**src/rtl/reduxv_pkg.sv**
```systemverilog
// Shared constants for the ReduxV PC sequencer: state codes, widths, vectors.
package reduxv_pkg;

    typedef enum logic [2:0] {
        ST_INIT   = 3'd0,
        ST_FETCH  = 3'd1,
        ST_DECODE = 3'd2,
        ST_EXEC   = 3'd3,
        ST_HALT   = 3'd4
    } state_e;

    localparam int PC_W_DEF   = 8;
    localparam int PC_INC_DEF = 4;

    localparam logic [7:0] RESET_VEC = 8'h00;
    localparam logic [7:0] IRQ_VEC   = 8'hF0;

endpackage

```
**src/rtl/seletor_prox_pc.sv**
```systemverilog
// EXEC-phase next-PC priority mux for the ReduxV sequencer.
// Order: stall, halt, iret, jump, branch, sequential increment.
module seletor_prox_pc
    import reduxv_pkg::*;
#(
    parameter int PC_W   = PC_W_DEF,
    parameter int PC_INC = PC_INC_DEF
) (
    input  logic [PC_W-1:0] curr_pc_i,
    input  logic            stall_i,
    input  logic            halt_i,
    input  logic            iret_i,
    input  logic [PC_W-1:0] epc_i,
    input  logic            jump_i,
    input  logic [PC_W-1:0] jump_target_i,
    input  logic            branch_taken_i,
    input  logic [PC_W-1:0] branch_target_i,
    output logic [PC_W-1:0] next_pc_o
);

    logic [PC_W-1:0] pc_inc;

    // Wraps naturally at PC_W bits.
    assign pc_inc = curr_pc_i + PC_W'(PC_INC);

    always_comb begin
        next_pc_o = pc_inc;
        priority case (1'b1)
            stall_i:        next_pc_o = curr_pc_i;
            halt_i:         next_pc_o = curr_pc_i;
            iret_i:         next_pc_o = epc_i;
            jump_i:         next_pc_o = jump_target_i;
            branch_taken_i: next_pc_o = branch_target_i;
            default:        next_pc_o = pc_inc;
        endcase
    end

endmodule

```
**src/rtl/sequenciador_de_pc.sv**
```systemverilog
// ReduxV multi-cycle PC sequencer: INIT/FETCH/DECODE/EXEC/HALT FSM.
// Optional interrupt entry/return built in with `define REDUXV_IRQ_EN.
module sequenciador_de_pc
    import reduxv_pkg::*;
#(
    parameter int              PC_W      = PC_W_DEF,
    parameter int              PC_INC    = PC_INC_DEF,
    parameter logic [PC_W-1:0] RESET_VEC = reduxv_pkg::RESET_VEC,
    parameter int              CNT_W     = 16
) (
    input  logic             clk,
    input  logic             rst,
    input  logic [PC_W-1:0]  curr_pc,
    output logic [PC_W-1:0]  next_pc,
    input  logic             stall,
    input  logic             halt,
    input  logic             jump,
    input  logic [PC_W-1:0]  jump_target,
    input  logic             branch_taken,
    input  logic [PC_W-1:0]  branch_target,
`ifdef REDUXV_IRQ_EN
    input  logic             irq,
    input  logic             iret,
    output logic [PC_W-1:0]  epc,
    output logic             in_irq,
`endif
    output logic             fetch_en,
    output logic             decode_en,
    output logic             exec_en,
    output logic             halted,
    output logic [2:0]       state,
    output logic [CNT_W-1:0] retired
);

    state_e          state_q, state_d;
    logic [CNT_W-1:0] retired_q, retired_d;
    logic [PC_W-1:0] exec_pc;
    logic            complete;
    logic            irq_exec;
    logic            irq_halt;
    logic            iret_mux;
    logic [PC_W-1:0] epc_mux;

    assign complete = (state_q == ST_EXEC) && !stall;

`ifdef REDUXV_IRQ_EN
    logic [PC_W-1:0] epc_q, epc_d;
    logic            in_irq_q, in_irq_d;
    logic            iret_take;

    assign iret_mux  = iret && in_irq_q;
    assign epc_mux   = epc_q;
    assign iret_take = complete && !halt && iret_mux;
    assign irq_exec  = complete && !halt && irq && !in_irq_q;
    assign irq_halt  = (state_q == ST_HALT) && irq && !in_irq_q;

    always_comb begin
        epc_d    = epc_q;
        in_irq_d = in_irq_q;
        if (irq_exec) begin
            epc_d    = exec_pc;
            in_irq_d = 1'b1;
        end else if (irq_halt) begin
            epc_d    = curr_pc + PC_W'(PC_INC);
            in_irq_d = 1'b1;
        end else if (iret_take) begin
            in_irq_d = 1'b0;
        end
    end

    always_ff @(posedge clk or posedge rst) begin
        if (rst) begin
            epc_q    <= '0;
            in_irq_q <= 1'b0;
        end else begin
            epc_q    <= epc_d;
            in_irq_q <= in_irq_d;
        end
    end

    assign epc    = epc_q;
    assign in_irq = in_irq_q;
`else
    assign iret_mux = 1'b0;
    assign epc_mux  = '0;
    assign irq_exec = 1'b0;
    assign irq_halt = 1'b0;
`endif

    seletor_prox_pc #(
        .PC_W   (PC_W),
        .PC_INC (PC_INC)
    ) u_sel (
        .curr_pc_i       (curr_pc),
        .stall_i         (stall),
        .halt_i          (halt),
        .iret_i          (iret_mux),
        .epc_i           (epc_mux),
        .jump_i          (jump),
        .jump_target_i   (jump_target),
        .branch_taken_i  (branch_taken),
        .branch_target_i (branch_target),
        .next_pc_o       (exec_pc)
    );

    always_ff @(posedge clk or posedge rst) begin
        if (rst) begin
            state_q <= ST_INIT;
        end else begin
            state_q <= state_d;
        end
    end

    always_comb begin
        state_d = ST_INIT;
        unique case (state_q)
            ST_INIT:   state_d = ST_FETCH;
            ST_FETCH:  state_d = stall ? ST_FETCH : ST_DECODE;
            ST_DECODE: state_d = stall ? ST_DECODE : ST_EXEC;
            ST_EXEC: begin
                if (stall)     state_d = ST_EXEC;
                else if (halt) state_d = ST_HALT;
                else           state_d = ST_FETCH;
            end
            ST_HALT:   state_d = irq_halt ? ST_FETCH : ST_HALT;
            default:   state_d = ST_INIT;
        endcase
    end

    // PC has no reset or enable of its own, so hold means feeding curr_pc back.
    always_comb begin
        next_pc   = curr_pc;
        fetch_en  = 1'b0;
        decode_en = 1'b0;
        exec_en   = 1'b0;
        halted    = 1'b0;
        if (rst) begin
            next_pc = RESET_VEC;
        end else begin
            unique case (state_q)
                ST_INIT: next_pc = RESET_VEC;
                ST_FETCH: begin
                    fetch_en = 1'b1;
                    next_pc  = curr_pc;
                end
                ST_DECODE: begin
                    decode_en = 1'b1;
                    next_pc   = curr_pc;
                end
                ST_EXEC: begin
                    exec_en = 1'b1;
                    next_pc = irq_exec ? PC_W'(IRQ_VEC) : exec_pc;
                end
                ST_HALT: begin
                    halted  = 1'b1;
                    next_pc = irq_halt ? PC_W'(IRQ_VEC) : curr_pc;
                end
                default: next_pc = RESET_VEC;
            endcase
        end
    end

    always_comb begin
        retired_d = retired_q;
        if (complete && (retired_q != {CNT_W{1'b1}})) begin
            retired_d = retired_q + 1'b1;
        end
    end

    always_ff @(posedge clk or posedge rst) begin
        if (rst) begin
            retired_q <= '0;
        end else begin
            retired_q <= retired_d;
        end
    end

    assign state   = state_q;
    assign retired = retired_q;

endmodule
```
**config.mk**
```make
export PLATFORM = sky130hd
export DESIGN_NAME = sequenciador_de_pc
export DESIGN_NICKNAME = d
export VERILOG_FILES = /design/src/rtl/reduxv_pkg.sv /design/src/rtl/seletor_prox_pc.sv /design/src/rtl/sequenciador_de_pc.sv
export SDC_FILE = /design/constraint.sdc
export NUM_CORES = 1
export LEC_CHECK = 0
export ABC_AREA = 1
export CORE_MARGIN = 4
export CORE_UTILIZATION = 47
export CTS_CLUSTER_DIAMETER = 60
export CTS_CLUSTER_SIZE = 30
export DETAILED_ROUTE_END_ITERATION = 10
export GPL_TIMING_DRIVEN = 0
export PLACE_DENSITY = 0.86
export REMOVE_ABC_BUFFERS = 1
export SLEW_MARGIN = 20
export SYNTH_ARGS = -nofsm -noshare
export SYNTH_HDL_FRONTEND = slang
export SYNTH_SLANG_ARGS = --single-unit
```
**constraint.sdc**
```tcl
create_clock -name clk -period 4.5 [get_ports clk]
set_clock_uncertainty 0.2 [all_clocks]
set_input_delay 0.9 -clock clk [delete_from_list [all_inputs] [get_ports clk]]
set_output_delay 0.9 -clock clk [all_outputs]
set_load 0.005 [all_outputs]
```
Word level (Yosys, flattened, before mapping)
Index checks and enable logic that the tools add are counted.
{"block": "classes", "add_sub_neg": 2, "n_eq_ne": 5, "reduce_logical": 5, "mux": 19}
{"op": "2-to-1 mux 8 bit", "count": 5}
{"op": "adder 16 x 1 -> 16 bit, second input constant", "count": 1}
{"op": "inequality test 16 bit, second input constant", "count": 1}
{"op": "case mux 8 bit (2 select lines)", "count": 1}
{"op": "case mux 3 bit (5 select lines)", "count": 1}
{"op": "2-to-1 mux 1 bit", "count": 9}
{"op": "adder 8 x 3 -> 8 bit, second input constant", "count": 1}
{"op": "== test 3 x 2 -> 1 bit, second input constant", "count": 2}
{"op": "2-to-1 mux 3 bit", "count": 2}
{"op": "== test 3 x 1 -> 1 bit, second input constant", "count": 1}
{"op": "== test 3 bit, second input constant", "count": 1}
{"op": "logical NOT 3 bit", "count": 1}
{"op": "OR reduction 3 bit", "count": 1}
{"op": "logical AND 1 bit", "count": 2}
{"op": "2-to-1 mux 2 bit", "count": 1}
{"op": "logical NOT 1 bit", "count": 1}
{"block": "totals", "ff_bits": 19, "word_cells": 33, "inputBits": 30}

Longest topological paths before layout
{"block": "depth", "ltp_word": 7, "ltp_mapped": 10}

Modules after synthesis
A second synthesis with hierarchy kept.
{"block": "unflattened", "cells_unflattened": 288, "hier_area_um2": 1815.5}
{"mod": "sequenciador_de_pc", "area_each_um2": 1363.8, "instances": 1, "cells_per_inst": 193}
{"mod": "seletor_prox_pc", "area_each_um2": 451.7, "instances": 1, "cells_per_inst": 95}

Worst setup path after synthesis
Ideal clock, no wire load.
{"block": "synth_timing", "path_type": "input port to output port", "start": "in jump", "end": "out next_pc[0]", "n_path_buf": 1, "path_stages": 5, "arrival_ns": 1.708, "t_required_ns": 3.400, "slack_ns": 1.692, "path_cell_list": "buf_2 > clkinv_1 > a21oi_1 > o21ai_1 > o21ai_0"}
{"block": "synth_between", "elab_chain_cells": 5}
{"item": "from (decl)", "line": "sequenciador_de_pc.sv:17", "source": "input logic jump,"}
{"item": "2-to-1 mux 8 bit (3 in a row)", "line": "seletor_prox_pc.sv:28", "source": "priority case (1'b1)"}
{"item": "case mux 8 bit (2 select lines)", "line": "sequenciador_de_pc.sv:140", "source": "unique case (state_q)"}
{"item": "2-to-1 mux 8 bit", "line": "sequenciador_de_pc.sv:137", "source": "if (rst) begin"}
{"item": "to (decl)", "line": "sequenciador_de_pc.sv:14", "source": "output logic [PC_W-1:0] next_pc,"}
No other way between the ends.

Worst setup path in the final report
{"block": "layout_timing", "start": "in rst", "end": "out next_pc[0]"}
{"block": "layout_between", "elab_chain_cells": 1}
{"item": "from (decl)", "line": "sequenciador_de_pc.sv:12", "source": "input logic rst,"}
{"item": "2-to-1 mux 8 bit", "line": "sequenciador_de_pc.sv:137"}
No other way between the ends.

==> results.py <==
metrics = {
    "timing": {
        "min_period_ns": 4.130,
        "hold_ws_ns": 0.3211,
        "worstMarginPinSlew_ns": 0.7720,
        "max_freq_mhz": 242.1,
        "relSlewSlack_pct": 48.48,
        "finalSetupTns_ns": 0,
        "timing.final.crit_share_pct": 91.79,
        "setup_violations": 0,
        "finalHoldViolations": 0,
        "maxSlewViolCount": 0,
        "rsz0062_at_grt": "no",
    },
    "final_layout": {
        "instances_no_fill": 332,
        "diodes": 0,
        "final_cell_mix": "nand2_1 (67), clkdlybuf4s50_1 (60), nor2_1 (26)",
        "nFillCells": 281,
        "drive_gt1_share_pct": 6.944,
        "stdcell_area_mm2": 0.002181,
        "synthToLayoutAreaGrowth_pct": 42.63,
        "fin_nets": 321,
        "final_common_cell": "nand2_1",
    },
    "clocking": {
        "clkSlewWorstSetupHoldPaths_ns": 0.11,
        "cts_resized": 0,
        "cts-buffers-inserted": 3,
        "clock_latency_ns": 0.30,
        "cts_tree": "yes",
        "cts_sinks": 19,
        "cts_htree_levels": 1,
        "cts-root-buf": "clkbuf_4",
        "clockBufferDepth": 2,
        "cts_hold_buf": 0,
        "cts_setup_buffers": 0,
    },
    "power": {
        "power_density_mw_per_mm2": 342.4,
        "p_int_mw": 0.4527,
        "cellLeakagePower_nw": 0.9800,
        "vdd_drop_max_mv": 0.2515,
        "pwr-share-seq_pct": 35.4,
        "p_sw_share_pct": 39.36,
        "power_mw": 0.7466,
        "switchingPower_mw": 0.2939,
        "combPwrFrac_pct": 53.2,
        "pwr-share-clk_pct": 11.4,
    },
    "placed_design": {
        "dpl-instance-area_mm2": 0.002153,
        "dp_cells": 328,
        "dp_hpwl_um": 3436,
        "gp_congestion": 0.8639,
        "port-buffer-count": 60,
    },
    "min_path": {
        "holdPathEnd": "state[0]$_DFF_PP0_",
        "worstHoldPathType": "flip-flop to flip-flop",
        "hold_depth": 1,
        "min_from": "state[2]$_DFF_PP0_",
    },
    "drt": {
        "drtIter0Drc": 149,
        "drt_first_pass_iters": 6,
        "via_per_inst": 5.145,
        "vias": 1708,
        "wl_per_cell_um": 13.17,
        "ant_nets": 0,
        "routed_wl_um": 4373,
        "drc": 0,
    },
    "setup_path": {
        "arrival_ns": 3.03,
        "critPathKind": "input port to output pin",
        "cp_max_fo": 21,
        "r2r-end": "retired[10]$_DFFE_PP0P_",
        "required_ns": 3.40,
        "start_kind": "input port",
        "r2r_cells": 8,
        "crit_path_end_kind": "output pin",
        "r2r_slack_ns": 2.46,
        "r2r-start": "retired[0]$_DFFE_PP0P_",
    },
    "logic_synthesis": {
        "syn_inst": 228,
        "synth_area_mm2": 0.001529,
        "post_synth.cell_area_avg_um2": 6.706,
        "ys_seq_area_share_pct": 31.10,
        "yosys_warnings": 0,
        "ys_types": 32,
        "synth-seq-cells": 19,
    },
    "floorplan": {
        "rows": 20,
        "die_y_um": 65.04,
        "initial_core_util_pct": 49.67,
        "die-area_mm2": 0.004230,
        "ios": 61,
        "dieWidth_um": 65.04,
        "coreArea_mm2": 0.003078,
    },
    "outcome": {
        "status": "completed",
    },
    "flow_run": {
        "cap_violations": 0,
    },
    "grt": {
        "grt_use_total_pct": 20.87,
        "grt_start_max_net_pins": 22,
        "grt_antenna_before_repair": 0,
        "global_route.overflow_total": 0,
        "grt_pass1_vias": 1564,
        "grt_pass1_wl_um": 7065,
    },
}
[area by class of cell]
| type | instances | area [um^2] | share of cell area, % |
|---|---|---|---|
| clock buffers | 3 | 22.52 | 1.033 |
| clock inverters | 1 | 5.005 | 0.2295 |
| inverters | 27 | 101.3 | 4.647 |
| multi-input cells | 178 | 920.9 | 42.23 |
| flip-flops and latches | 19 | 475.5 | 21.80 |
| well taps | 44 | 55.05 | 2.524 |
| repair buffers | 60 | 600.6 | 27.54 |
[worst max-delay path, stage by stage]
cell             delay (ns)
clkdlybuf4s50_1        0.53
inv_1                  0.63
nand2_1                0.16
inv_1                  0.15
nand2_1                0.06
o21ai_0                0.07
clkdlybuf4s50_1        0.53
[kinds of logic after synthesis]
logic type / Yosys count / share of synthesized area [%]
AOI/OAI and AO/OA: 33 / 13.34
xor gates and xnor gates: 15 / 8.593
adders and majority gates: 2 / 1.636
buffers and inverters: 31 / 8.674
DFF: 19 / 31.10
and+or+nand+nor: 128 / 36.66
[registers in the layout (all words and copies together), names as in the netlist]
signal and cells:
state 3, retired 16
[how the worst max path moves through the flow]
stage | cells past startpoint | slack, ns | end | start
3_3_place_gp | 7 | 0.34 | next_pc[0] | rst
2_1_floorplan | 5 | 1.70 | next_pc[0] | rst
4_1_cts | 7 | 0.34 | next_pc[0] | rst
5_1_grt | 7 | 0.04 | next_pc[0] | rst
6_report | 7 | 0.37 | next_pc[0] | rst
3_5_place_dp | 7 | 0.33 | next_pc[0] | rst
[stage by stage]
stage,setup slack (ns),utilization (%)
after floorplan,1.702,-
after global placement,0.3414,69.96
after detailed placement,0.3344,69.96
after CTS,0.3350,70.85
after global routing,0.03801,70.85
final,0.3695,70.85
[power by group through the flow]
stage               clock network, mW  registers (mW)  logic [mW]
floorplan                           0           0.264       0.186
global placement                    0           0.267       0.390
detailed placement                  0           0.267       0.398
CTS                            0.0889           0.265       0.400
global route                    0.101           0.272       0.441
finish                         0.0848           0.264       0.397
[per-layer routing]
metal	share of wire (%)	routed length (um)	up-vias	track usage (%)
met5	0	0	-	0
met4	1.0	44	0	5.699
met3	7.4	325	6	5.199
met2	45	1953	68	32.95
met1	47	2050	775	28.37
li1	-	-	859	-
[synthesized netlist by cell type]
cell type  number  area, um^2
nor2_1         26       97.59
o31ai_1         2       15.01
o21ai_0        10       50.05
nand3_2         2       20.02
nand3b_1        1       7.510
a21oi_1         8       40.04
nand3_1        15       75.07
a31oi_1         1       6.260
xor2_1         13       113.9
nor2_4          1       11.26
clkbuf_1        1       3.750
a22oi_1         1       7.510
o21ai_1         1       5.000
nand4_1         6       37.54
dfrtp_1        19       475.5
o21ai_2         3       26.28
nor2_2          6       37.54
a211oi_1        1       7.510
clkinv_1        1       3.750
ha_1            2       25.02
o22ai_1         1       6.260
buf_6           2       22.52
nand2_1        67       251.5
o21bai_1        1       7.510
buf_2           1       5.000
o211ai_1        2       15.01
nand2_2         2       12.51
inv_1          24       90.09
nor3_1          2       10.01
xnor2_1         2       17.52
o2111ai_1       2       17.52
inv_2           2       7.510
No activity file was read; power rests on OpenSTA's default activity.
